$ cat src/rtl/pt_gen_serial.sv
// Serial pattern transmitter: shifts a latched PAT_W-bit pattern out MSB-first on d_o/valid_o,
// repeating it a programmed number of times with an optional idle gap between repetitions.
module pt_gen_serial #(
    parameter int unsigned PAT_W = 5,
    parameter int unsigned CNT_W = 8,
    parameter int unsigned GAP_W = 4
) (
    input  logic             clk_i,
    input  logic             rst_i,
    input  logic             start_i,
    input  logic [PAT_W-1:0] pattern_i,
    input  logic [CNT_W-1:0] repeat_i,
    input  logic [GAP_W-1:0] gap_i,
    input  logic             hold_i,
    output logic             d_o,
    output logic             valid_o,
    output logic             busy_o,
    output logic             done_o
);

    localparam int unsigned BIT_W = (PAT_W > 1) ? $clog2(PAT_W) : 1;

    localparam logic [BIT_W-1:0] BitLast = BIT_W'(PAT_W - 1);
    localparam logic [BIT_W-1:0] BitZero = '0;
    localparam logic [BIT_W-1:0] BitOne  = BIT_W'(1);
    localparam logic [CNT_W-1:0] RepOne  = CNT_W'(1);
    localparam logic [GAP_W-1:0] GapZero = '0;
    localparam logic [GAP_W-1:0] GapOne  = GAP_W'(1);

    localparam logic [1:0] StIdle = 2'd0;
    localparam logic [1:0] StSend = 2'd1;
    localparam logic [1:0] StGap  = 2'd2;
    localparam logic [1:0] StDone = 2'd3;

    logic [1:0]       state_q, state_d;
    logic [PAT_W-1:0] pat_q, pat_d;
    logic [PAT_W-1:0] shift_q, shift_d;
    logic [GAP_W-1:0] gap_lat_q, gap_lat_d;
    logic [CNT_W-1:0] rep_cnt_q, rep_cnt_d;
    logic [BIT_W-1:0] bit_cnt_q, bit_cnt_d;
    logic [GAP_W-1:0] gap_cnt_q, gap_cnt_d;
    logic             d_q, d_d;
    logic             valid_q, valid_d;
    logic             busy_q, busy_d;
    logic             done_q, done_d;

    always_comb begin
        state_d   = state_q;
        pat_d     = pat_q;
        shift_d   = shift_q;
        gap_lat_d = gap_lat_q;
        rep_cnt_d = rep_cnt_q;
        bit_cnt_d = bit_cnt_q;
        gap_cnt_d = gap_cnt_q;
        d_d       = d_q;
        valid_d   = 1'b0;
        busy_d    = busy_q;
        done_d    = 1'b0;

        case (state_q)
            StIdle: begin
                busy_d = 1'b0;
                if (start_i) begin
                    pat_d     = pattern_i;
                    gap_lat_d = gap_i;
                    rep_cnt_d = repeat_i;
                    busy_d    = 1'b1;
                    if (repeat_i != '0) begin
                        shift_d   = pattern_i;
                        bit_cnt_d = BitZero;
                        gap_cnt_d = GapZero;
                        state_d   = StSend;
                    end else begin
                        state_d = StDone;
                    end
                end
            end

            StSend: begin
                // While stalled everything holds, including the last driven d_o.
                if (!hold_i) begin
                    valid_d   = 1'b1;
                    d_d       = shift_q[PAT_W-1];
                    shift_d   = {shift_q[PAT_W-2:0], 1'b0};
                    bit_cnt_d = bit_cnt_q + BitOne;
                    if (bit_cnt_q == BitLast) begin
                        rep_cnt_d = rep_cnt_q - RepOne;
                        bit_cnt_d = BitZero;
                        if (rep_cnt_q == RepOne) begin
                            state_d = StDone;
                        end else begin
                            // Reload in the same cycle so gap=0 gives a seamless stream.
                            shift_d = pat_q;
                            if (gap_lat_q != GapZero) begin
                                state_d = StGap;
                            end
                        end
                    end
                end
            end

            StGap: begin
                d_d       = 1'b0;
                gap_cnt_d = gap_cnt_q + GapOne;
                if (gap_cnt_q == gap_lat_q - GapOne) begin
                    gap_cnt_d = GapZero;
                    state_d   = StSend;
                end
            end

            StDone: begin
                done_d  = 1'b1;
                busy_d  = 1'b0;
                state_d = StIdle;
            end

            default: begin
                busy_d  = 1'b0;
                state_d = StIdle;
            end
        endcase
    end

    always_ff @(posedge clk_i or negedge rst_i) begin
        if (!rst_i) begin
            state_q   <= StIdle;
            pat_q     <= '0;
            shift_q   <= '0;
            gap_lat_q <= '0;
            rep_cnt_q <= '0;
            bit_cnt_q <= '0;
            gap_cnt_q <= '0;
            d_q       <= 1'b0;
            valid_q   <= 1'b0;
            busy_q    <= 1'b0;
            done_q    <= 1'b0;
        end else begin
            state_q   <= state_d;
            pat_q     <= pat_d;
            shift_q   <= shift_d;
            gap_lat_q <= gap_lat_d;
            rep_cnt_q <= rep_cnt_d;
            bit_cnt_q <= bit_cnt_d;
            gap_cnt_q <= gap_cnt_d;
            d_q       <= d_d;
            valid_q   <= valid_d;
            busy_q    <= busy_d;
            done_q    <= done_d;
        end
    end

    assign d_o     = d_q;
    assign valid_o = valid_q;
    assign busy_o  = busy_q;
    assign done_o  = done_q;

endmodule

$ cat config.mk
export PLATFORM = sky130hd
export DESIGN_NAME = pt_gen_serial
export DESIGN_NICKNAME = d
export VERILOG_FILES = /design/src/rtl/pt_gen_serial.sv
export SDC_FILE = /design/constraint.sdc
export NUM_CORES = 1
export LEC_CHECK = 0
export BUFFER_PORTS_ARGS = -buffer_cell sky130_fd_sc_hd__clkbuf_2
export CAP_MARGIN = 20
export CORE_MARGIN = 3
export CORE_UTILIZATION = 52
export CTS_CLUSTER_DIAMETER = 80
export DETAILED_ROUTE_END_ITERATION = 16
export PLACE_DENSITY = 0.82
export SYNTH_ARGS = -nofsm -noshare
export SYNTH_HDL_FRONTEND = slang
export SYNTH_SLANG_ARGS = --single-unit
$ cat constraint.sdc
create_clock -name clk_i -period 2 [get_ports clk_i]
set_input_delay 0.2 -clock clk_i [delete_from_list [all_inputs] [get_ports clk_i]]
set_output_delay 0.2 -clock clk_i [all_outputs]
set_load 0.05 [all_outputs]
==> impl_metrics.json <==
{
  "fin_crit_sh_pct": 93.59,
  "yosysUniqueCellTypes": 49,
  "layout.cells.most_common_list": "35 x dfrtp_1, 24 x clkbuf_2, 15 x nor2_1, 13 x a21oi_1",
  "hold_viol": 0,
  "required_ps": 2210,
  "netSwitchingFraction_pct": 42.83,
  "criticalPathCategory": "register to register",
  "drtIter0Drc": 143,
  "io-pin-count": 25,
  "antenna_found_initial": 0,
  "cp_data_arrival_time_ps": 2080,
  "cp_max_fo": 7,
  "clockPowerShare_pct": 14.4,
  "wl_per_cell_um": 15.31,
  "p_int_uw": 2257,
  "outcome": "complete, no violations",
  "grt_pass1_vias": 1570,
  "numPortBuffers": 24,
  "path_cells": "inv_1 > ha_1 > xnor2_1 > o41ai_4 > or4_1 > o211ai_1",
  "gp_congestion": 0.8148,
  "cap_violations": 0,
  "drv_slew": 0,
  "die-area_um2": 4744,
  "final_common_cell": "dfrtp_1",
  "row_count": 22,
  "synth_seq_area_share_pct": 42.60,
  "seqPwrFrac_pct": 33.0,
  "synthesis.area_um2": 2056,
  "synth_seq_cells": 35,
  "vias_per_cell": 5.818,
  "cts_buffers": 5,
  "cp-start-kind": "register",
  "num_vias": 1658,
  "hpwl_mm": 3.156,
  "peakVddDrop_v": 0.0008036,
  "setup_viol_count_final": 0,
  "wl_mm": 4.362,
  "cts_tree": "built",
  "synth_ff_type": "dfrtp_1",
  "insertedDiodeCount": 0,
  "clockBufferDepth": 2,
  "final_util_pct": 63.84,
  "rsz0062_at_grt": "no",
  "grt_max_degree": 23,
  "slew_headroom_pct": 71.32,
  "tightestPinTransition_ps": 428.7,
  "slowest_stage": "or4_1",
  "drive_gt1_share_pct": 27.00,
  "final_antenna_net_count": 0,
  "ys_warn_count": 0,
  "setup_tns_ps": 0,
  "cpLargestDelayFamily": "simple AND/OR/NAND/NOR gates",
  "power.switching_uw": 1691,
  "grt_pass1_wl_mm": 7.286,
  "max_freq_mhz": 534.3,
  "globalRouteOverflowTotal": 0,
  "die_w_um": 68.88,
  "hp-class": "input pin to register",
  "placedInstanceArea_um2": 2270,
  "clock_latency_ps": 290,
  "p_per_area_nw_per_um2": 1652,
  "leakage_uw": 0.001128,
  "crit_buf_inv": 1,
  "final_area_um2": 2390,
  "endpoint_kind": "register",
  "nets": 267,
  "synth_edf_count": 0,
  "clk_pin_slew_ps": 70,
  "synthCells": 202,
  "clock_sinks": 35,
  "fin_skew_ps": 6.181,
  "syn_to_final_growth_pct": 16.25,
  "synthesis.nets": 233,
  "root_buffer": "clkbuf_8",
  "track_usage_pct": 21.11,
  "die-height_um": 68.88,
  "synthArstFlopShare_pct": 100.0,
  "initial_utilization_pct": 54.91,
  "fin_total_pwr_uw": 3948,
  "dr.pass1.iters": 4,
  "avgSynthCellArea_um2": 10.18,
  "core_area_um2": 3744,
  "combinationalPowerShare_pct": 52.6,
  "max_stage_delay_ps": 490,
  "period_needed_ps": 1872,
  "post-route-drc-count": 0,
  "cts_max_level": 2
}
final timing paths:
check | startpoint | to | slack [ps] | cells past startpoint
max | gap_lat_q[0]$_DFFE_PN0P_ | gap_cnt_q[3]$_DFFE_PN0P_ | 130 | 6
min | gap_i[2] | gap_lat_q[2]$_DFFE_PN0P_ | 140 | 2
max reg2reg | gap_lat_q[0]$_DFFE_PN0P_ | gap_cnt_q[3]$_DFFE_PN0P_ | 130 | 6
min reg2reg | shift_q[3]$_DFFE_PN0P_ | shift_q[3]$_DFFE_PN0P_ | 480 | 1
max in group asynchronous | rst_i | valid_o$_DFF_PN0_ | 1040 | 3
min in group asynchronous | rst_i | rep_cnt_q[3]$_DFFE_PN0P_ | 340 | 2
state kept, by name, indices dropped and copies added (netlist names), 2 cells and up:
register and flops:
shift_q 5, state_q 2, pat_q 5, bit_cnt_q 3
gap_lat_q 4, gap_cnt_q 4, rep_cnt_q 8
synthesized netlist by cell type, drive strengths merged (2+ instances only):
cell type	count	area (um^2)
dfrtp	35	875.8
mux2i	9	90.09
o21ai	11	58.81
inv	12	45.04
a32o	2	20.02
o22a	4	35.03
a31oi	2	12.51
mux2	9	101.4
o31ai	2	15.01
a41oi	2	17.52
o22ai	3	18.77
clkbuf	4	15.01
a21oi	14	73.82
nor2b	3	18.77
nand3	4	20.02
nor3	3	20.02
a21o	6	45.04
xnor2	6	52.55
a211oi	4	30.03
nor2	16	67.56
buf	5	26.27
or4	3	26.27
nand2	14	57.55
a22o	2	17.52
ha	10	125.1
nor4b	2	17.52
per-stage QoR:
| stage | cells | hold slack (ps) | worst slack (ps) |
|---|---|---|---|
| floorplan | 202 | -95.59 | 173.0 |
| global placement | 275 | 124.6 | 187.9 |
| detailed placement | 275 | 123.5 | 117.1 |
| CTS | 284 | 138.7 | 99.59 |
| global route | 285 | 145.4 | 6.844 |
| finish | 285 | 141.4 | 128.3 |
per-layer routing:
metal  wire (um)  track usage, %  share of wire (%)
met1        1936           27.63                 44
met2        2158           32.14                 49
met3         185           5.997                4.2
met4          82           9.976                1.9
met5           0               0                  0
what timing repair did:
item | CTS | global route
gates resized for setup | 0 | 1
hold buffers | 1 | 0
buffers inserted | 0 | 1
hold endpoints to repair | 13 | 0
setup endpoints to repair | 0 | 5
logic make-up after synthesis:
| family | after synthesis | share of synthesized area (%) |
|---|---|---|
| flip-flops | 35 | 42.60 |
| multiplexers | 18 | 9.313 |
| adder cells (fa/ha/maj) | 10 | 6.086 |
| AO/OA/AOI/OAI | 61 | 21.85 |
| buffers and inverters | 21 | 4.199 |
| AND/OR/NAND/NOR | 51 | 13.39 |
| XOR/XNOR | 6 | 2.556 |
final cells by class:
cell class	count	area, um^2
sequential	35	875.8
fill	328	1354
clock buffer	8	100.1
tap	48	60.06
inverter	12	45.04
timing repair buffer	36	212.7
multi-input combinational	146	1096
worst reg2reg max path, cell delays in order (launching register included):
cell and delay (ps):
dfrtp_1 410, inv_1 60, ha_1 310, xnor2_1 290, o41ai_4 140, or4_1 490, o211ai_1 100
power groups by stage:
stage | combinational, uW | sequential [uW] | clock [uW]
2_1_floorplan | 1470 | 1350 | 0
3_3_place_gp | 1950 | 1290 | 0
3_5_place_dp | 2020 | 1310 | 0
4_1_cts | 2040 | 1300 | 580
5_1_grt | 2280 | 1350 | 619
6_report | 2080 | 1300 | 568
Note: power is estimated with default switching activity, not from simulation.
